===== src/rtl/bcd_pkg.sv =====
// Shared constants, state encoding and digit helper for the serial packed-BCD adder.
package bcd_pkg;

    localparam int BCD_W   = 4;
    localparam int BCD_MAX = 9;
    localparam int BCD_ADJ = 6;

    localparam logic [1:0] ST_IDLE = 2'd0;
    localparam logic [1:0] ST_RUN  = 2'd1;
    localparam logic [1:0] ST_DONE = 2'd2;

    typedef enum logic [1:0] {
        IDLE = ST_IDLE,
        RUN  = ST_RUN,
        DONE = ST_DONE
    } state_t;

    function automatic logic digit_invalid(input logic [BCD_W-1:0] d);
        return d > BCD_W'(BCD_MAX);
    endfunction

endpackage


===== src/rtl/bcd_serial_add_ctrl_if.sv =====
// Operand/request and result bundle between the operand source and the BCD add controller.
interface bcd_serial_add_ctrl_if
    import bcd_pkg::*;
#(
    parameter int DIGITS = 4
);

    logic                    start;
    logic [BCD_W*DIGITS-1:0] a_bcd;
    logic [BCD_W*DIGITS-1:0] b_bcd;
    logic                    cin;
    logic                    busy;
    logic                    done;
    logic [BCD_W*DIGITS-1:0] sum;
    logic                    cout;
    logic                    err;

    modport master (
        output start, a_bcd, b_bcd, cin,
        input  busy, done, sum, cout, err
    );

    modport slave (
        input  start, a_bcd, b_bcd, cin,
        output busy, done, sum, cout, err
    );

endinterface


===== src/rtl/bcd_digit_add.sv =====
// Combinational single-digit BCD adder; invalid digits go through the same +6 rule unchanged.
module bcd_digit_add
    import bcd_pkg::*;
(
    input  logic [BCD_W-1:0] a,
    input  logic [BCD_W-1:0] b,
    input  logic             cin,
    output logic [BCD_W-1:0] result,
    output logic             cout
);

    localparam int SW = BCD_W + 1;

    logic [SW-1:0] s;

    always_comb begin
        s = {1'b0, a} + {1'b0, b} + {{BCD_W{1'b0}}, cin};
        if (s > SW'(BCD_MAX)) begin
            // Truncation to BCD_W bits gives the mod-16 wrap after the +6 adjust.
            result = s[BCD_W-1:0] + BCD_W'(BCD_ADJ);
            cout   = 1'b1;
        end else begin
            result = s[BCD_W-1:0];
            cout   = 1'b0;
        end
    end

endmodule


===== src/rtl/bcd_serial_add_ctrl.sv =====
// Digit-serial packed-BCD adder: one shared digit adder, LSD first, carry rippled through a register.
module bcd_serial_add_ctrl
    import bcd_pkg::*;
#(
    parameter int DIGITS = 4
) (
    input  logic                  clk,
    input  logic                  rst,
    bcd_serial_add_ctrl_if.slave  bus
);

    localparam int W     = BCD_W * DIGITS;
    localparam int IDX_W = (DIGITS > 1) ? $clog2(DIGITS) : 1;
    localparam logic [IDX_W-1:0] LAST = IDX_W'(DIGITS - 1);

    state_t           state;
    logic [W-1:0]     a_sr;
    logic [W-1:0]     b_sr;
    logic [W-1:0]     sum_q;
    logic [IDX_W-1:0] idx;
    logic             carry_q;
    logic             cout_q;
    logic             err_q;
    logic             busy_q;
    logic             done_q;

    logic [BCD_W-1:0] dig_res;
    logic             dig_cout;

    // Operands shift right each RUN cycle so the current digit is always at the bottom.
    bcd_digit_add u_digit_add (
        .a      (a_sr[BCD_W-1:0]),
        .b      (b_sr[BCD_W-1:0]),
        .cin    (carry_q),
        .result (dig_res),
        .cout   (dig_cout)
    );

    always_ff @(posedge clk) begin
        if (rst) begin
            state   <= IDLE;
            a_sr    <= '0;
            b_sr    <= '0;
            sum_q   <= '0;
            idx     <= '0;
            carry_q <= 1'b0;
            cout_q  <= 1'b0;
            err_q   <= 1'b0;
            busy_q  <= 1'b0;
            done_q  <= 1'b0;
        end else begin
            case (state)
                IDLE: begin
                    done_q <= 1'b0;
                    if (bus.start) begin
                        a_sr    <= bus.a_bcd;
                        b_sr    <= bus.b_bcd;
                        carry_q <= bus.cin;
                        idx     <= '0;
                        sum_q   <= '0;
                        cout_q  <= 1'b0;
                        err_q   <= 1'b0;
                        busy_q  <= 1'b1;
                        state   <= RUN;
                    end
                end
                RUN: begin
                    sum_q[idx*BCD_W +: BCD_W] <= dig_res;
                    carry_q <= dig_cout;
                    err_q   <= err_q | digit_invalid(a_sr[BCD_W-1:0])
                                     | digit_invalid(b_sr[BCD_W-1:0]);
                    a_sr    <= a_sr >> BCD_W;
                    b_sr    <= b_sr >> BCD_W;
                    if (idx == LAST) begin
                        cout_q <= dig_cout;
                        done_q <= 1'b1;
                        state  <= DONE;
                    end else begin
                        idx <= idx + 1'b1;
                    end
                end
                DONE: begin
                    done_q <= 1'b0;
                    busy_q <= 1'b0;
                    state  <= IDLE;
                end
                default: begin
                    busy_q <= 1'b0;
                    done_q <= 1'b0;
                    state  <= IDLE;
                end
            endcase
        end
    end

    assign bus.busy = busy_q;
    assign bus.done = done_q;
    assign bus.sum  = sum_q;
    assign bus.cout = cout_q;
    assign bus.err  = err_q;

endmodule


===== src/flat_wrapper.sv =====
// flat-port wrapper written by rule: the top's interface ports become plain ports
module bcd_serial_add_ctrl_flat import bcd_pkg::*;
#(
    parameter int DIGITS = 4
)
  (clk, rst, bus_start, bus_a_bcd, bus_b_bcd, bus_cin, bus_busy, bus_done, bus_sum, bus_cout, bus_err);
  bcd_serial_add_ctrl_if #(.DIGITS(DIGITS)) bus_i ();
  input  logic clk;
  input  logic rst;
  input wire logic [$bits(bus_i.start)-1:0] bus_start;
  input wire logic [$bits(bus_i.a_bcd)-1:0] bus_a_bcd;
  input wire logic [$bits(bus_i.b_bcd)-1:0] bus_b_bcd;
  input wire logic [$bits(bus_i.cin)-1:0] bus_cin;
  output wire logic [$bits(bus_i.busy)-1:0] bus_busy;
  output wire logic [$bits(bus_i.done)-1:0] bus_done;
  output wire logic [$bits(bus_i.sum)-1:0] bus_sum;
  output wire logic [$bits(bus_i.cout)-1:0] bus_cout;
  output wire logic [$bits(bus_i.err)-1:0] bus_err;
  assign bus_i.start = bus_start;
  assign bus_i.a_bcd = bus_a_bcd;
  assign bus_i.b_bcd = bus_b_bcd;
  assign bus_i.cin = bus_cin;
  assign bus_busy = bus_i.busy;
  assign bus_done = bus_i.done;
  assign bus_sum = bus_i.sum;
  assign bus_cout = bus_i.cout;
  assign bus_err = bus_i.err;
  bcd_serial_add_ctrl #(.DIGITS(DIGITS)) u_core (.clk(clk), .rst(rst), .bus(bus_i));
endmodule

===== config.mk =====
export PLATFORM = sky130hd
export DESIGN_NAME = bcd_serial_add_ctrl_flat
export DESIGN_NICKNAME = d
export VERILOG_FILES = /design/src/rtl/bcd_pkg.sv /design/src/rtl/bcd_serial_add_ctrl_if.sv /design/src/rtl/bcd_digit_add.sv /design/src/rtl/bcd_serial_add_ctrl.sv /design/src/flat_wrapper.sv
export SDC_FILE = /design/constraint.sdc
export NUM_CORES = 1
export LEC_CHECK = 0
export ABC_AREA = 1
export CORE_MARGIN = 1.5
export CORE_UTILIZATION = 40
export DETAILED_ROUTE_END_ITERATION = 10
export GPL_TIMING_DRIVEN = 1
export PLACE_DENSITY = 0.68
export SETUP_SLACK_MARGIN = 0.2
export SYNTH_ARGS = -nofsm -noshare
export SYNTH_HDL_FRONTEND = slang
export SYNTH_SLANG_ARGS = --single-unit

===== constraint.sdc =====
create_clock -name clk -period 7.5 [get_ports clk]
set_clock_uncertainty 0.2 [all_clocks]
set_input_delay 1.125 -clock clk [delete_from_list [all_inputs] [get_ports clk]]
set_output_delay 1.125 -clock clk [all_outputs]
set_load 0.02 [all_outputs]

Word level (Yosys, flattened, before mapping)
Index checks and enable logic that the tools add are counted.
W data, S select, Z words.
{ "word_totals": {"ff_bits": 57, "input_bits": 36, "output_inout_bits": 20, "wordCells": 59} }
{ "classes": {"addsub": 5, "order_cmp": 3, "eq_ne": 5, "n_shift": 2, "n_mux": 23, "bitwise_logic": 3, "reduce_logical": 8} }
{ "ops": {"columns": ["op", "n"], "rows": [
  ["$pmux W16 S2", 3],
  ["$mux W16", 3],
  ["$neg A4 Y34", 1],
  ["$shift A4 B34 Y16 const A", 1],
  ["$shiftx A4 B34 Y16", 1],
  ["$bwmux W16", 1],
  ["$gt A4 B4 Y1 const B", 2],
  ["$mux W2", 4],
  ["$pmux W1 S2", 4],
  ["$pmux W2 S2", 2],
  ["$reduce_and A2 Y1", 3],
  ["$reduce_and A3 Y1", 2],
  ["$add A4 B4 Y5", 1],
  ["$add A5 B1 Y5", 1],
  ["$gt A5 B4 Y1 const B", 1],
  ["$mux W1", 5],
  ["$add A4 B3 Y4 const B", 1],
  ["$mux W4", 1],
  ["$ne A2 B2 Y1 const B", 2],
  ["$add A2 B1 Y2 const B", 1],
  ["$eq A2 B1 Y1 const B", 1],
  ["$eq A2 B2 Y1 const B", 1],
  ["$logic_not A2 Y1", 1],
  ["$ne A2 B1 Y1 const B", 1],
  ["4 further kinds", 5]
]} }

Longest topological paths before layout
{ "logic_depth": {"word_depth": 7, "mapped_depth": 16, "depth_no_buf": 16} }

Cells and area by module
From an unflattened synthesis, not the netlist that was laid out.
{ "unflattened": {"hier_cells": 445, "hier_area_um2": 3017.9} }
{ "by_module_without_submodules": {"columns": ["module", "instances", "cells_per_inst", "area_per_inst_um2", "seq_area_each_um2"], "rows": [
  ["bcd_serial_add_ctrl", 1, 400, 2718.9, 1141.1],
  ["bcd_digit_add", 1, 45, 299.0, 0.0]
]} }

Least setup slack after synthesis
OpenSTA, ideal clock, no wires.
{ "synth_timing": {"kind": "register to register", "start": "register u_core.carry_q", "end": "register u_core.sum_q[7], in the netlist u_core.bus.sum[7]", "setup_time_ps": 128, "arrival_ps": 2196, "t_required_ps": 7172, "slack_ps": 4976, "stages_incl_launch_ff": 15, "n_path_buf": 0, "cell_sequence": "dfxtp_1 fa_1 fa_1 inv_1 ha_1 inv_1 nor2_1 a21oi_2 nand2_2 nand2_4 nand2_2 nand4_2 nor2_1 nor2_1 nor2_1"} }
{ "synth_between": {"elab_chain_cells": 6, "elab_cells_between_ends": 7, "cone_classes": "2 x add/sub; 1 x order compare; 1 x shift; 3 x mux"} }
{ "synth_lines": {"columns": ["element", "line_no", "source"], "rows": [
  ["from (decl)", "bcd_serial_add_ctrl.sv:21", "logic carry_q;"],
  ["from (signal assigned)", "bcd_serial_add_ctrl.sv:58", "carry_q <= bus.cin;"],
  ["from (signal assigned)", "bcd_serial_add_ctrl.sv:69", "carry_q <= dig_cout;"],
  ["$add A5 B1 Y5 (*)", "bcd_digit_add.sv:17", "s = {1'b0, a} + {1'b0, b} + {{BCD_W{1'b0}}, cin};"],
  ["$add A4 B3 Y4 or $gt A5 B4 Y1 (tied branches)", "bcd_digit_add.sv:20, bcd_digit_add.sv:18", null],
  ["$mux W4 (*)", "bcd_digit_add.sv:18", "if (s > SW'(BCD_MAX)) begin"],
  ["$shiftx A4 B34 Y16 (*)", "bcd_serial_add_ctrl.sv:68", "sum_q[idx*BCD_W +: BCD_W] <= dig_res;"],
  ["$bwmux W16 (*)", "bcd_serial_add_ctrl.sv:68", null],
  ["$pmux W16 S2 (*)", "bcd_serial_add_ctrl.sv:52", "case (state)"],
  ["to (signal, indexed assignment)", "bcd_serial_add_ctrl.sv:68", null],
  ["to (decl)", "bcd_serial_add_ctrl.sv:19", "logic [W-1:0] sum_q;"]
]} }
Mark *: on every way between the ends. The rest lies on a longest branch, timed or not.
A chain may end at the register's enable or synchronous reset.

Final worst setup path
{ "layout_timing": {"start": "input port bus_start", "end": "register u_core.a_sr[0]"} }
{ "layout_between": {"elab_chain_cells": 2} }
{ "layout_lines": {"columns": ["element", "line_no", "source"], "rows": [
  ["from (decl)", "flat_wrapper.sv:10", "input wire logic [$bits(bus_i.start)-1:0] bus_start;"],
  ["$ne A2 B2 Y1 (no line)", null, null],
  ["$reduce_and A2 Y1 (no line)", null, null],
  ["to (signal assigned)", "bcd_serial_add_ctrl.sv:56", "a_sr <= bus.a_bcd;"],
  ["to (signal assigned)", "bcd_serial_add_ctrl.sv:72", "a_sr <= a_sr >> BCD_W;"],
  ["to (decl)", "bcd_serial_add_ctrl.sv:17", "logic [W-1:0] a_sr;"]
]} }
Every way passes these cells.

==> metrics <==
critical path data arrival time 3070 ps; fillers 637; fin util 53.1%; average cell area after synthesis 7.18 µm²; post-CTS setup repair buffer count 0; Reg area 1140 µm²; Leakage 1.30 nW; clock share of power 32.6%; count of warnings emitted by yosys 0; area of the multi-input gates 1360 µm²; CTS HTree Levels 3; CP Class input port to register; Final min period 3020 ps; Skew-Pair Late Insertion Delay 340 ps; first drt pass iteration count 4; Root Driver clkbuf_8; CP required 7550 ps; Area contributors post-synth dfxtp_1 43%, nand2_1 11%, a21oi_1 10%, nor2_1 9.0%, o21ai_0 5.3%; Pwr per Cell Area 222 nW/µm²; post-DR wirelength/cell 11.9 µm; total grt overflow 0; # hold bufs at CTS 0; crit path capture type register; unrepaired setup endpoints after global routing false; fraction of power consumed by sequential logic 44.8%; DRC errors left 0; final worst path period share 40.3%; post-synthesis sequential area ratio 43.0%; flop-to-flop setup slack 4720 ps; CORE AREA 6390 µm²; max incr delay on CP 560 ps; sw frac 31.7%; Seq cells post-synth 57; largest area contributor in the netlist dfxtp_1; worst min path class register to register; status complete, no violations; syn_nets 416; Critical Path, Cell by Cell clkdlybuf4s50_1, nand2_1, nor2_2, nor2_4, nor2_1, o21ai_0, a21oi_1; unique cell type count in the Yosys netlist 30; row count 29; setup TNS 0 ps; GPL Wtd Cong 0.842; number of global-route vias before repair 2366; Max Slew Vio Count 0; diodes inserted 0; endpoint of the worst hold path u_core.b_sr[15]; Final setup viols 0; fmax 331 MHz; Hold Path Stages 2; Max Cap Viol 0; switching power 0.239 mW; combinational power share 22.5%; CTS tree built; r2r startpoint u_core.carry_q; Final #Nets 464; Ports 56; Die Wd 84.5 µm; DP Wirelength 4100 µm; I/O Buffers 55; worst-path cell with the longest stage delay nor2_2; TritonCTS buffer count 9; Worst-Margin Slew 1120 ps; via count 2510; antenna violations before repair 0; Iter 0 DRT Violations 174; total power 0.753 mW; Synth top area share 43.0%; worst reg-to-reg path cell count 14; endpoints failing hold 0; die height 84.5 µm; Post-Synthesis Cells 370; ANT nets after route 0; Syn Std Cell Area 2660 µm²; cell-internal power 0.514 mW; Worst Hold Launch u_core.b_sr[15]; Total GRT Usage 17.8%; crit start category input port; clk buf depth 2; initial core utilization 41.6%; Via density 5.03; Layout area overhead 27.6%; global-route wire length before repair 10200 µm; clock slew at reported path FFs 60 ps; worst-path fanout max 57; Peak VDD IR 134 µV; Resize count post-CTS 0; layout cells sized above 1 8.77%; hold slack final 261 ps; Die Area 7140 µm²; total wire length 5960 µm; largest net degree at the start of global routing 58; clock sinks 57; slew margin rel. 25.3%; worst reg2reg path endpoint u_core.bus.sum[6]
-- worst max-delay path, delay by kind of cell --
| kind | cells | cell delay (ps) |
|---|---|---|
| AOI/OAI and AO/OA | 2 | 280 |
| buffers and inverters | 1 | 480 |
| and+or+nand+nor | 4 | 1180 |
-- state kept, by name (all words and copies together), names as in the netlist --
signal and cells:
u_core.state 2, u_core.a_sr 16, u_core.bus.cout 1, u_core.idx 2, u_core.carry_q 1, u_core.bus.busy 1
u_core.bus.err 1, u_core.b_sr 16, u_core.bus.done 1, u_core.bus.sum 16
-- Yosys cell counts --
library cell / instances
o21ai_1: 2
ha_1: 8
inv_2: 3
dfxtp_1: 57
nand3b_1: 1
nand2_1: 75
nor2_4: 1
o21ai_0: 28
clkbuf_1: 8
clkinv_1: 1
nor2_2: 4
a31oi_1: 1
a21oi_2: 2
fa_1: 2
nand3_2: 1
nand4_2: 1
and2_1: 1
buf_2: 9
inv_1: 16
nor2_1: 64
nor3_2: 1
nor3_1: 2
nand2_2: 6
a21oi_1: 55
nand2_4: 1
nand4_1: 5
a211oi_1: 1
or2_2: 1
nand3_1: 12
buf_4: 1
-- cell families after synthesis --
group	share of synthesized area (%)
adders and majority gates	5.28
AOI/OAI and AO/OA	17.2
buffers and inverters	5.93
and+or+nand+nor	28.6
DFF	43.0
-- worst max-delay path by stage --
stage / start / endpoint / slack, ps / depth (start not counted)
floorplan: u_core.carry_q / u_core.bus.sum[7] / 4980 / 14
global placement: bus_start / u_core.a_sr[0] / 4160 / 7
detailed placement: bus_start / u_core.a_sr[0] / 4080 / 7
CTS: bus_start / u_core.a_sr[0] / 4430 / 7
global route: bus_start / u_core.a_sr[0] / 4280 / 7
finish: bus_start / u_core.a_sr[0] / 4480 / 7
-- routing by layer --
layer | vias to the layer above | track usage, % | part of all wire [%]
met5 | - | 0 | 0
met3 | 6 | 6.10 | 5.4
met1 | 1141 | 21.3 | 47
li1 | 1301 | - | -
met2 | 62 | 29.5 | 46
met4 | 0 | 6.74 | 1.4
-- power groups by stage --
| stage | Combinational, mW | Clock (mW) | Sequential, mW |
|---|---|---|---|
| final | 0.170 | 0.246 | 0.338 |
| after global routing | 0.191 | 0.265 | 0.340 |
| after CTS | 0.170 | 0.252 | 0.338 |
| after detailed placement | 0.170 | 0 | 0.344 |
| after global placement | 0.165 | 0 | 0.344 |
| after floorplan | 0.120 | 0 | 0.343 |
-- cells in the final DEF (no fill, tap or decap), drive strengths merged --
master / count
nand3b: 1
clkinv: 3
nand2: 82
clkbuf: 10
nand4: 6
clkdlybuf4s50: 54
nor2: 69
a31oi: 1
or2: 1
clkinvlp: 3
and2: 1
fa: 2
dfxtp: 57
buf: 1
nand3: 13
a211oi: 1
nor3: 3
o21ai: 30
inv: 19
ha: 8
a21oi: 57
-- cell type report --
class / instances / share of cell area (%)
Timing Repair Buffer: 55 / 16.1
Multi-Input combinational cell: 275 / 40.2
Sequential cell: 57 / 33.7
Clock buffer: 10 / 4.06
Clock inverter: 5 / 0.959
Inverter: 20 / 2.21
Tap cell: 77 / 2.84
-- per-stage QoR --
step	worst slack, ps	cell area, µm²	cells
floorplan	4980	2660	370
global placement	4160	3220	484
detailed placement	4080	3220	484
CTS	4430	3390	499
global route	4280	3390	499
finish	4480	3390	499
(Power assumes the default switching activity.)
